## config.mk

```make
export PLATFORM = sky130hd
export DESIGN_NAME = bram_kernel_read_control_unit
export DESIGN_NICKNAME = d
export VERILOG_FILES = /design/src/rtl/bram_kernel_read_control_unit.sv
export SDC_FILE = /design/constraint.sdc
export NUM_CORES = 1
export LEC_CHECK = 0
export ABC_AREA = 1
export BUFFER_PORTS_ARGS = -buffer_cell sky130_fd_sc_hd__buf_2
export CAP_MARGIN = 20
export CORE_MARGIN = 3
export CORE_UTILIZATION = 50
export CTS_CLUSTER_DIAMETER = 150
export DETAILED_ROUTE_END_ITERATION = 8
export HOLD_SLACK_MARGIN = 0.05
export PLACE_DENSITY = 0.82
export SYNTH_ARGS = -nofsm -noshare
export SYNTH_HDL_FRONTEND = slang
export SYNTH_SLANG_ARGS = --single-unit
export TNS_END_PERCENT = 20
```

## constraint.sdc

```tcl
create_clock -name clk -period 2.25 [get_ports clk]
set_input_delay 0.1125 -clock clk [delete_from_list [all_inputs] [get_ports clk]]
set_output_delay 0.1125 -clock clk [all_outputs]
set_load 0.01 [all_outputs]
```

## src/rtl/bram_kernel_read_control_unit.sv

```systemverilog
// Port-B read controller for the kernel line BRAMs: waits for KERNEL_DIMM stored lines, streams one
// column per address through a 2-entry skid buffer, then releases the oldest line to the writer.
module bram_kernel_read_control_unit #(
  parameter  int KERNEL_DIMM = 3,
  parameter  int ADDR_WIDTH  = 4,
  parameter  int LINE_LEN    = 16,
  parameter  int DATA_WIDTH  = 8,
  localparam int SEL_W       = (KERNEL_DIMM > 1) ? $clog2(KERNEL_DIMM) : 1,
  localparam int CW          = KERNEL_DIMM * DATA_WIDTH
) (
  input  logic                  clk,
  input  logic                  reset,
  input  logic                  line_ready,
  input  logic                  new_frame,
  output logic                  en_b,
  output logic [ADDR_WIDTH-1:0] addr_b,
  input  logic [CW-1:0]         rd_data_b,
  output logic [CW-1:0]         col_tdata,
  output logic                  col_tvalid,
  input  logic                  col_tready,
  output logic                  col_tlast,
  output logic                  line_done,
  output logic [SEL_W-1:0]      oldest_sel,
  output logic                  busy,
  output logic                  ovf
);

  localparam int PW = $clog2(KERNEL_DIMM + 1);
  localparam logic [PW-1:0]         PEND_FULL = PW'(KERNEL_DIMM);
  localparam logic [ADDR_WIDTH-1:0] LAST_ADDR = ADDR_WIDTH'(LINE_LEN - 1);
  localparam logic [SEL_W-1:0]      SEL_MAX   = SEL_W'(KERNEL_DIMM - 1);

  typedef enum logic [1:0] {IDLE, READ, DRAIN, DONE} state_t;

  state_t                state_q;
  logic [PW-1:0]         pend_q;
  logic [SEL_W-1:0]      oldest_q;
  logic [ADDR_WIDTH-1:0] addr_q;
  logic                  inflight_q, infl_last_q;
  logic [1:0]            cnt_q;
  logic [CW-1:0]         d0_q, d1_q;
  logic                  l0_q, l1_q;
  logic                  ovf_q, nf_q, line_done_q;

  logic       pop, issue, frame_clr;
  logic [2:0] occ;

  // A read may issue only if, after this cycle's pop, the buffer plus the in-flight read leaves room.
  always_comb begin
    pop       = (cnt_q != 2'd0) && col_tready;
    occ       = {1'b0, cnt_q} + {2'b00, inflight_q};
    issue     = (state_q == READ) && (occ < (pop ? 3'd3 : 3'd2));
    frame_clr = (new_frame && (state_q == IDLE)) ||
                ((state_q == DONE) && (nf_q || new_frame));
  end

  always_ff @(posedge clk) begin
    if (reset) begin
      state_q     <= IDLE;
      pend_q      <= '0;
      oldest_q    <= '0;
      addr_q      <= '0;
      inflight_q  <= 1'b0;
      infl_last_q <= 1'b0;
      cnt_q       <= '0;
      d0_q        <= '0;
      d1_q        <= '0;
      l0_q        <= 1'b0;
      l1_q        <= 1'b0;
      ovf_q       <= 1'b0;
      nf_q        <= 1'b0;
      line_done_q <= 1'b0;
    end else begin
      if (frame_clr) begin
        pend_q <= '0;
      end else if (line_ready && !line_done_q) begin
        if (pend_q == PEND_FULL) ovf_q  <= 1'b1;
        else                     pend_q <= pend_q + PW'(1);
      end else if (line_done_q && !line_ready && (pend_q != '0)) begin
        pend_q <= pend_q - PW'(1);
      end

      line_done_q <= (state_q == DONE);

      if (state_q == DONE)                      nf_q <= 1'b0;
      else if (new_frame && (state_q != IDLE))  nf_q <= 1'b1;

      inflight_q <= issue;
      if (issue) infl_last_q <= (addr_q == LAST_ADDR);

      // line_done_q gates the restart so the release decrement lands before pend is re-examined.
      case (state_q)
        IDLE: begin
          if (new_frame) begin
            oldest_q <= '0;
          end else if (!line_done_q && (pend_q == PEND_FULL)) begin
            state_q <= READ;
            addr_q  <= '0;
          end
        end
        READ: begin
          if (issue) begin
            if (addr_q == LAST_ADDR) state_q <= DRAIN;
            else                     addr_q  <= addr_q + ADDR_WIDTH'(1);
          end
        end
        DRAIN: begin
          if (pop && l0_q) state_q <= DONE;
        end
        DONE: begin
          state_q <= IDLE;
          if (nf_q || new_frame)      oldest_q <= '0;
          else if (oldest_q == SEL_MAX) oldest_q <= '0;
          else                        oldest_q <= oldest_q + SEL_W'(1);
        end
        default: state_q <= IDLE;
      endcase

      case ({inflight_q, pop})
        2'b10: begin
          if (cnt_q == 2'd0) begin
            d0_q <= rd_data_b;
            l0_q <= infl_last_q;
          end else begin
            d1_q <= rd_data_b;
            l1_q <= infl_last_q;
          end
          cnt_q <= cnt_q + 2'd1;
        end
        2'b01: begin
          d0_q  <= d1_q;
          l0_q  <= l1_q;
          cnt_q <= cnt_q - 2'd1;
        end
        2'b11: begin
          if (cnt_q == 2'd1) begin
            d0_q <= rd_data_b;
            l0_q <= infl_last_q;
          end else begin
            d0_q <= d1_q;
            l0_q <= l1_q;
            d1_q <= rd_data_b;
            l1_q <= infl_last_q;
          end
        end
        default: ;
      endcase
    end
  end

  assign en_b       = issue;
  assign addr_b     = addr_q;
  assign col_tdata  = d0_q;
  assign col_tvalid = (cnt_q != 2'd0);
  assign col_tlast  = l0_q && (cnt_q != 2'd0);
  assign line_done  = line_done_q;
  assign oldest_sel = oldest_q;
  assign busy       = (state_q != IDLE);
  assign ovf        = ovf_q;

endmodule
```

==> results of run 1 <==
==> worst max-delay path by stage <==
stage,end,slack (ns)
2_1_floorplan,col_tdata[18],0.43
3_3_place_gp,col_tdata[20],0.24
3_5_place_dp,col_tdata[12],0.1
4_1_cts,col_tdata[12],0.09
5_1_grt,col_tdata[15],0.02
6_report,col_tdata[12],0.19
==> worst max-delay path: stages, from the launching register on <==
cell and delay, ns:
dfxtp_1 0.36, inv_1 0.08, ha_1 0.24, inv_2 0.11, nand2_4 0.07, inv_1 0.11
ha_2 0.24, a21oi_4 0.05, buf_12 0.17, o21ai_0 0.18, o21ai_0 0.13, o21bai_1 0.16
inv_1 0.05
==> final cells by class <==
class | instances | share of cell area (%)
inverters | 85 | 8.29
multi-input cells | 259 | 39.5
clock buffers | 10 | 3.29
flip-flops and latches | 67 | 34.6
well taps | 75 | 2.42
clock inverters | 6 | 1.68
repair buffers | 70 | 10.2
==> per-layer routing <==
metal	up-vias	track usage (%)	wire, um
met1	1402	24.6	3310
met2	68	35.2	3650
met4	0	9.07	64
met3	8	4.64	456
li1	1531	-	-
met5	-	0	0
==> cells in the mapped netlist, drive strengths merged <==
library cell / count
dfxtp: 67
nand3b: 1
o211ai: 1
inv: 85
buf: 16
xnor2: 1
nand2: 37
a21oi: 33
clkbuf: 7
nor2: 18
o21ai: 108
nand3: 9
ha: 13
a31oi: 1
o21bai: 26
xor2: 2
nor3: 1
nand4: 8
==> repair_timing <==
action / 4_1_cts / 5_1_grt
endpoints found under the hold margin: 4 / 0
endpoints found under the setup margin: 0 / 24
hold buffers: 1 / 0
resized for setup: 0 / 6
==> cells by family after synthesis <==
logic type	share of synthesized area (%)
AO/OA/AOI/OAI	28.4
buffers and inverters	13.6
AND/OR/NAND/NOR	11.5
flip-flops	40.8
adder cells (fa/ha/maj)	4.95
XOR/XNOR	0.799
==> power by group <==
| part | total, W | internal, W | switching [W] | leakage, nW |
|---|---|---|---|---|
| logic | 0.00175 | 0.000668 | 0.00108 | 1.25 |
| registers | 0.00164 | 0.00148 | 0.000162 | 0.544 |
| clock network | 0.000986 | 0.000514 | 0.000473 | 0.0966 |
| total | 0.00437 | 0.00266 | 0.00171 | 1.89 |
==> metrics by stage <==
| step | hold slack (ns) | worst slack [ns] | utilization, % |
|---|---|---|---|
| after floorplan | 0.185 | 0.435 | - |
| after global placement | 0.373 | 0.237 | 59.6 |
| after detailed placement | 0.380 | 0.0963 | 59.6 |
| after CTS | 0.0525 | 0.0853 | 62.9 |
| after global routing | 0.0746 | 0.0205 | 63.2 |
| final | 0.0528 | 0.190 | 63.2 |
==> state kept, by name, indices dropped and copies added, names as in the netlist, 2 cells and up <==
register and count:
col_tdata 24, d1_q 24, addr_b 4, cnt_q 2, oldest_sel 2, pend_q 2
state_q 2
==> metrics.cfg, run 1 <==
[timing]
relSlewSlack_pct=46.1
finalSetupViolCount=0
finalCritPeriodShare_pct=91.5
worst_pin_slew_ns=0.808
final.min_clock_period_ns=2.06
fmax_mhz=485
hold_viol=0
drv_slew=0
clock_skew_ns=0.0108
rsz0062_at_grt=false
fin_setup_tns_ns=0

[clock_network]
clkSlewWorstSetupHoldPaths_ns=0.08
cts_tree=yes
cts_setup_buffers=0
cts_buffers=9
clock-sinks=67
root_buffer=clkbuf_8
clk_path_buf_depth=2
htree_levels=3
clk_latency_ns=0.35

[place]
dpl.hpwl_um=5020
dpl-instance-area_sq_mm=0.00365
placed_cells_incl_taps=555
place.port_buffers=64
globalplace.congestion=0.757

[die]
coreArea_sq_mm=0.00613
io_pins=65
die-area_sq_mm=0.00759
core.rowCount=28
die_w_um=87.1
die_height_um=87.1
start_util_pct=53.6

[cells_and_area]
multi_input_area_sq_mm=0.00153
drive_above_1_share_pct=20.9
n_antenna_cell=0
syn_to_final_growth_pct=17.9
stdcell_count=572
most-common-layout-cells=81 x inv_1, 68 x o21ai_0, 67 x dfxtp_1
regArea_sq_mm=0.00134
layout.nets=534
num-fill-cells=551
final_common_cell=inv_1
finalInstanceArea_sq_mm=0.00388

[critical_path]
critPathLaunch=cnt_q[0]
rrSetupSlack_ns=0.19
worstReg2RegStart=cnt_q[0]
critPathMaxFanout=50
crit_required_ns=2.50
start_kind=flop
end_kind=flop
crit_type=flop to flop
r2r-end=col_tdata[12]
reg2regPathDepth=12
crit_arrival_ns=2.31

[run]
maxCapViolCount=0

[logic_synthesis]
synth.area.top_cells=dfxtp_1 41%, o21ai_0 10%, inv_1 9.2%
syn-instance-count=434
syn_area_per_cell_sq_um=7.58
synth_top_cell_by_area=dfxtp_1
synth_fp_nets=476
synth-seq-area-share_pct=40.8
synth.distinct_cells=30
yosys_warnings=0
netlist_area_sq_mm=0.00329
yosys.area.top_type_share_pct=40.8
synth_seq_cells=67

[power]
ir_drop_v=0.000675
p_leak_nw=1.89
total_power_w=0.00437
powerDensity_mw_per_mm2=1130

[route]
drtPass1Iterations=4
viasPerCell=5.26
num_vias=3009
ant_nets=0
wl_um=7490
route.detailed.wl_per_inst_um=13.1
drcViolationCount=0
drtIter0Drc=179

[global_route]
grt_max_degree=57
first_global_vias=2954
grtUsageTotal_pct=20.6
grt_pass1_wl_um=12600
antenna_found_initial=0
grt_overflow=0

[min_path]
hold_class=input pin to flop
hold_path_depth=3
hold_start=rd_data_b[7]
whs_endpoint=d1_q[7]

[status]
status=finished clean

No activity file was read; power rests on OpenSTA's default activity.
==> inputs of run 2 (changes only) <==
--- a/config.mk
+++ b/config.mk
@@ -9,11 +9,11 @@
 export BUFFER_PORTS_ARGS = -buffer_cell sky130_fd_sc_hd__buf_2
 export CAP_MARGIN = 20
 export CORE_MARGIN = 3
-export CORE_UTILIZATION = 50
+export CORE_UTILIZATION = 55
 export CTS_CLUSTER_DIAMETER = 150
 export DETAILED_ROUTE_END_ITERATION = 8
 export HOLD_SLACK_MARGIN = 0.05
-export PLACE_DENSITY = 0.82
+export PLACE_DENSITY = 0.89
 export SYNTH_ARGS = -nofsm -noshare
 export SYNTH_HDL_FRONTEND = slang
 export SYNTH_SLANG_ARGS = --single-unit
==> run 2 against run 1 <==
  * Utilization increased by 6.7 points
  * Cell count increased by 0.52%
  * First-iteration DRC count decreased by 3.9%
  * Combinational power about the same
  * Die area decreased by 8.5%
  * Power increased by 1.5%
  * Register-to-register slack improved by 0.02 ns
  * Critical path type unchanged
  * Largest cell class unchanged
==> metrics.cfg, run 2 (synthesis gave the netlist of run 1 again) <==
[critical_path]
crit_buf_inv=5
crit_arrival_ns=2.29
worstReg2RegStart=cnt_q[0]
crit_family=buffers and inverters
critPathMaxStageDelay_ns=0.37
critPathMaxFanout=20
reg2regPathDepth=12
crit_type=flop to flop
start_kind=flop
end_kind=flop
rrSetupSlack_ns=0.21
critPathSlowestCell=dfxtp_1
setup.worst_path.end=col_tdata[0]
r2r-end=col_tdata[0]
crit_chain=inv_1 > ha_1 > inv_2 > nand2_4 > inv_2 > ha_4 > a21oi_4 > buf_4 > o21ai_0 > o21ai_1 > o21bai_1 > inv_1
critPathLaunch=cnt_q[0]
crit_cells=12
crit_required_ns=2.50

[power]
clockPowerShare_pct=23.0
p_sw_w=0.00177
p_seq_share_pct=37.2
ir_drop_v=0.000681
powerDensity_mw_per_mm2=1130
p_leak_nw=1.91
power_frac_comb_pct=39.8
swShare_pct=39.8
internal_power_w=0.00268
total_power_w=0.00444

[route]
drtIter0Drc=172
route.detailed.wl_per_inst_um=13.6
num_vias=3078
drtPass1Iterations=5
ant_nets=0
drcViolationCount=0
viasPerCell=5.35
wl_um=7820

[clock_network]
htree_levels=3
clkSlewWorstSetupHoldPaths_ns=0.08
cts_tree=yes
cts_buffers=9
clk_latency_ns=0.37
clk_path_buf_depth=2
root_buffer=clkbuf_8
clock-sinks=67

[min_path]
hold_class=input pin to flop
hold_path_depth=3

[timing]
drv_slew=0
final.min_clock_period_ns=2.04
fmax_mhz=491
rsz0062_at_grt=false
fin_setup_tns_ns=0
hold_viol=0
relSlewSlack_pct=68.9
finalCritPeriodShare_pct=90.5
clock_skew_ns=0.0168
finalSetupViolCount=0
worst_pin_slew_ns=0.467

[die]
io_pins=65
core.rowCount=27
die_height_um=83.3
die-area_sq_mm=0.00694
die_w_um=83.3
start_util_pct=58.3
coreArea_sq_mm=0.00564

[global_route]
grtUsageTotal_pct=23.5
antenna_found_initial=0
grt_pass1_wl_um=13300
first_global_vias=3012
grt_max_degree=42
grt_overflow=0

[place]
globalplace.congestion=0.813
dpl.hpwl_um=5230
dpl-instance-area_sq_mm=0.00365
place.port_buffers=64

[cells_and_area]
most-common-layout-cells=80 x inv_1, 67 x dfxtp_1, 66 x o21ai_0
layout.nets=540
drive_above_1_share_pct=21.1
n_antenna_cell=0
final_common_cell=inv_1
finalInstanceArea_sq_mm=0.00395
syn_to_final_growth_pct=20.1
num-fill-cells=422

[run]
maxCapViolCount=0

[status]
status=finished clean

-- run 2: worst min-delay path by stage --
stage / from / end
after floorplan: reset / inflight_q
after CTS: rd_data_b[15] / d1_q[15]
after global routing: rd_data_b[0] / d1_q[0]
after global placement: reset / inflight_q
after detailed placement: reset / line_done
final: rd_data_b[12] / d1_q[12]
-- run 2: metal layers --
metal | routed length [um] | GRT usage (%) | part of all wire [%]
met1 | 3310 | 27.0 | 42
met2 | 3910 | 40.0 | 50
met3 | 440 | 6.45 | 5.6
met4 | 158 | 11.6 | 2.0
met5 | 0 | 0 | 0
-- run 2: power by group through the flow --
| stage | logic [W] | registers [W] | clock network [W] |
|---|---|---|---|
| after floorplan | 0.00118 | 0.00173 | 0 |
| after global placement | 0.00165 | 0.00165 | 0 |
| after detailed placement | 0.00172 | 0.00167 | 0 |
| after CTS | 0.00174 | 0.00165 | 0.00103 |
| after global routing | 0.00200 | 0.00168 | 0.00109 |
| final | 0.00177 | 0.00165 | 0.00102 |
-- run 2: cell type report --
| type | count | area [sq um] | share of cell area [%] |
|---|---|---|---|
| Inverter | 85 | 322 | 8.15 |
| Tap cell | 72 | 90.1 | 2.28 |
| Sequential cell | 67 | 1340 | 34.0 |
| Multi-Input combinational cell | 259 | 1540 | 39.0 |
| Clock inverter | 7 | 76.3 | 1.93 |
| Clock buffer | 9 | 124 | 3.14 |
| Timing Repair Buffer | 76 | 453 | 11.5 |
-- run 2: through the flow --
stage | utilization [%] | instances | hold slack (ns) | setup slack (ns)
2_1_floorplan | - | 434 | 0.185 | 0.435
3_3_place_gp | 64.7 | 552 | 0.376 | 0.245
3_5_place_dp | 64.7 | 552 | 0.391 | 0.113
4_1_cts | 69.5 | 575 | 0.0512 | 0.0177
5_1_grt | 70.0 | 575 | 0.0707 | 0.0376
6_report | 70.0 | 575 | 0.0544 | 0.215
-- run 2: what timing repair did --
| action | in CTS | in global routing |
|---|---|---|
| endpoints found under the hold margin | 10 | 0 |
| gates resized for setup | 1 | 7 |
| setup buffers | 0 | 0 |
| hold buffers | 7 | 0 |
| endpoints found under the setup margin | 1 | 25 |
-- run 2: worst reg2reg max path, delay by kind of cell (launching register included) --
family	cells	cell delay, ns
buffers and inverters	5	0.56
AOI/OAI and AO/OA	4	0.50
adders and majority gates	2	0.43
DFF	1	0.37
and+or+nand+nor	1	0.07
==> inputs of run 3 (changes only) <==
--- a/config.mk
+++ b/config.mk
@@ -13,7 +13,7 @@
 export CTS_CLUSTER_DIAMETER = 150
 export DETAILED_ROUTE_END_ITERATION = 8
 export HOLD_SLACK_MARGIN = 0.05
-export PLACE_DENSITY = 0.89
+export PLACE_DENSITY_LB_ADDON = 0.08
 export SYNTH_ARGS = -nofsm -noshare
 export SYNTH_HDL_FRONTEND = slang
 export SYNTH_SLANG_ARGS = --single-unit
==> run 3 against run 2 <==
  * Fmax decreased by 0.70%
  * Die area unchanged
  * Wire length decreased by 6.9%
  * Worst hold slack better by 0.0055 ns
  * Largest power group unchanged
  * Non-clock buffer count shrank 3
  * Sequential share of layout area increased by 0.45 points
  * Worst setup slack worse by 0.014 ns
  * Critical path type unchanged
  * Critical path depth decreased by 1
  * Clock-buffer cell count rose by 3
  * Global-route usage down 2.0 points
==> metrics.cfg, run 3 (synthesis gave the netlist of run 1 again) <==
[status]
status=finished clean

[power]
p_leak_nw=1.91
clockPowerShare_pct=24.0
ir_drop_v=0.000611
internal_power_w=0.00274
swShare_pct=38.1
power_frac_comb_pct=39.0
p_seq_share_pct=37.1
p_sw_w=0.00168
powerDensity_mw_per_mm2=1130

[timing]
hold_viol=0
holdWs_ns=0.0598
drv_slew=0
final.min_clock_period_ns=2.05
clock_skew_ns=0.00591
finalSetupViolCount=0
fmax_mhz=488
worst_pin_slew_ns=0.762
finalCritPeriodShare_pct=91.1
fin_setup_tns_ns=0
relSlewSlack_pct=49.1

[clock_network]
cts_buffers=9
clk_latency_ns=0.34
htree_levels=3
cts_tree=yes
root_buffer=clkbuf_8
clk_path_buf_depth=2
clkSlewWorstSetupHoldPaths_ns=0.07
clock-sinks=67

[route]
drtPass1Iterations=5
ant_nets=0
viasPerCell=5.23
drtIter0Drc=177
wl_um=7280
drcViolationCount=0
route.detailed.wl_per_inst_um=12.7
num_vias=2992

[critical_path]
crit_chain=inv_1 > ha_1 > inv_2 > nand2_4 > inv_1 > ha_2 > nand2_2 > o211ai_4 > buf_4 > o21ai_0 > a21oi_1
crit_arrival_ns=2.32
crit_cells=11
critPathMaxFanout=11
end_kind=flop
crit_buf_inv=4
rrSetupSlack_ns=0.20
critPathMaxStageDelay_ns=0.37
start_kind=flop
worstReg2RegStart=cnt_q[0]
critPathLaunch=cnt_q[0]
crit_top_cell=inv_1
crit_required_ns=2.52
crit_type=flop to flop
critPathSlowestCell=dfxtp_1
setup.worst_path.end=d1_q[23]
r2r-end=d1_q[23]
reg2regPathDepth=11
crit_family=buffers and inverters

[global_route]
grt.met1_usage_pct=25.3
grtUsageTotal_pct=21.6
antenna_found_initial=1
grt_use_met2_pct=38.6
grt_pass1_wl_um=12500
grt_max_degree=56
met3_usage_pct=4.56
first_global_vias=2847
grt_overflow=0
top_usage_layer=met2

[cells_and_area]
layout.nets=537
final_core_util_pct=69.1
most-common-layout-cells=81 x inv_1, 68 x o21ai_0, 67 x dfxtp_1
n_antenna_cell=0
syn_to_final_growth_pct=18.5
final_common_cell=inv_1
drive_above_1_share_pct=21.0

[place]
place.port_buffers=64
dpl.hpwl_um=4860
globalplace.congestion=0.784

[die]
io_pins=65
die_w_um=83.3
die_height_um=83.3
start_util_pct=58.3
core.rowCount=27
coreArea_sq_mm=0.00564
die-area_sq_mm=0.00694

[min_path]
hold_class=input pin to flop
hold_path_depth=3

[run]
maxCapViolCount=0

## run 3: cell types whose count changed in the layout (fill, tap and decap cells not counted), moves of 2 or more
cell / before / now
clkinv_4: 2 / 0
o21ai_0: 66 / 68
clkbuf_8: 9 / 12
dlygate4sd3_1: 7 / 3
ha_4: 2 / 0
o21ai_1: 41 / 39
## run 3: cell type report
class | instances | area, sq um
clock buffer | 12 | 165
clock inverter | 4 | 47.5
fill | 501 | 1750
inverter | 85 | 322
multi-input combinational | 259 | 1520
sequential | 67 | 1340
tap | 72 | 90.1
timing repair buffer | 73 | 412
## run 3: routing by layer
layer / share of wire [%] / vias up
met5: 0.18 / -
met4: 1.5 / 2
met3: 4.5 / 13
met2: 49 / 62
met1: 45 / 1378
li1: - / 1537
## run 3: stage by stage
stage	instance area (sq um)	cells	setup WS [ns]	power [W]
CTS	3890	572	0.102	0.00445
global placement	3640	553	0.185	0.00334
global route	3900	572	-0.0128	0.00475
finish	3900	572	0.200	0.00442
detailed placement	3640	553	0.121	0.00338
floorplan	3290	434	0.435	0.00291
## run 3: worst min-delay path, cell delays in order
cell	delay (ns)
buf_2	0.09
o21ai_1	0.06
a21oi_1	0.10
## run 3: worst min path at each step
| stage | from | endpoint | slack [ns] |
|---|---|---|---|
| after floorplan | reset | inflight_q | 0.18 |
| after global placement | reset | inflight_q | 0.38 |
| after global routing | rd_data_b[0] | d1_q[0] | 0.07 |
| after detailed placement | reset | line_done | 0.39 |
| after CTS | rd_data_b[18] | d1_q[18] | 0.05 |
| final | rd_data_b[7] | d1_q[7] | 0.06 |
## run 3: power groups by stage
stage	logic, W	clock network (W)	registers, W
floorplan	0.00118	0	0.00173
global placement	0.00168	0	0.00166
detailed placement	0.00172	0	0.00167
CTS	0.00173	0.00107	0.00164
global route	0.00196	0.00112	0.00167
finish	0.00172	0.00106	0.00164
## run 3: repair_timing
item / CTS / global route
endpoints found under the hold margin: 6 / 0
hold buffers: 3 / 0
gates resized for setup: 0 / 4
endpoints found under the setup margin: 0 / 34
setup buffers: 0 / 0
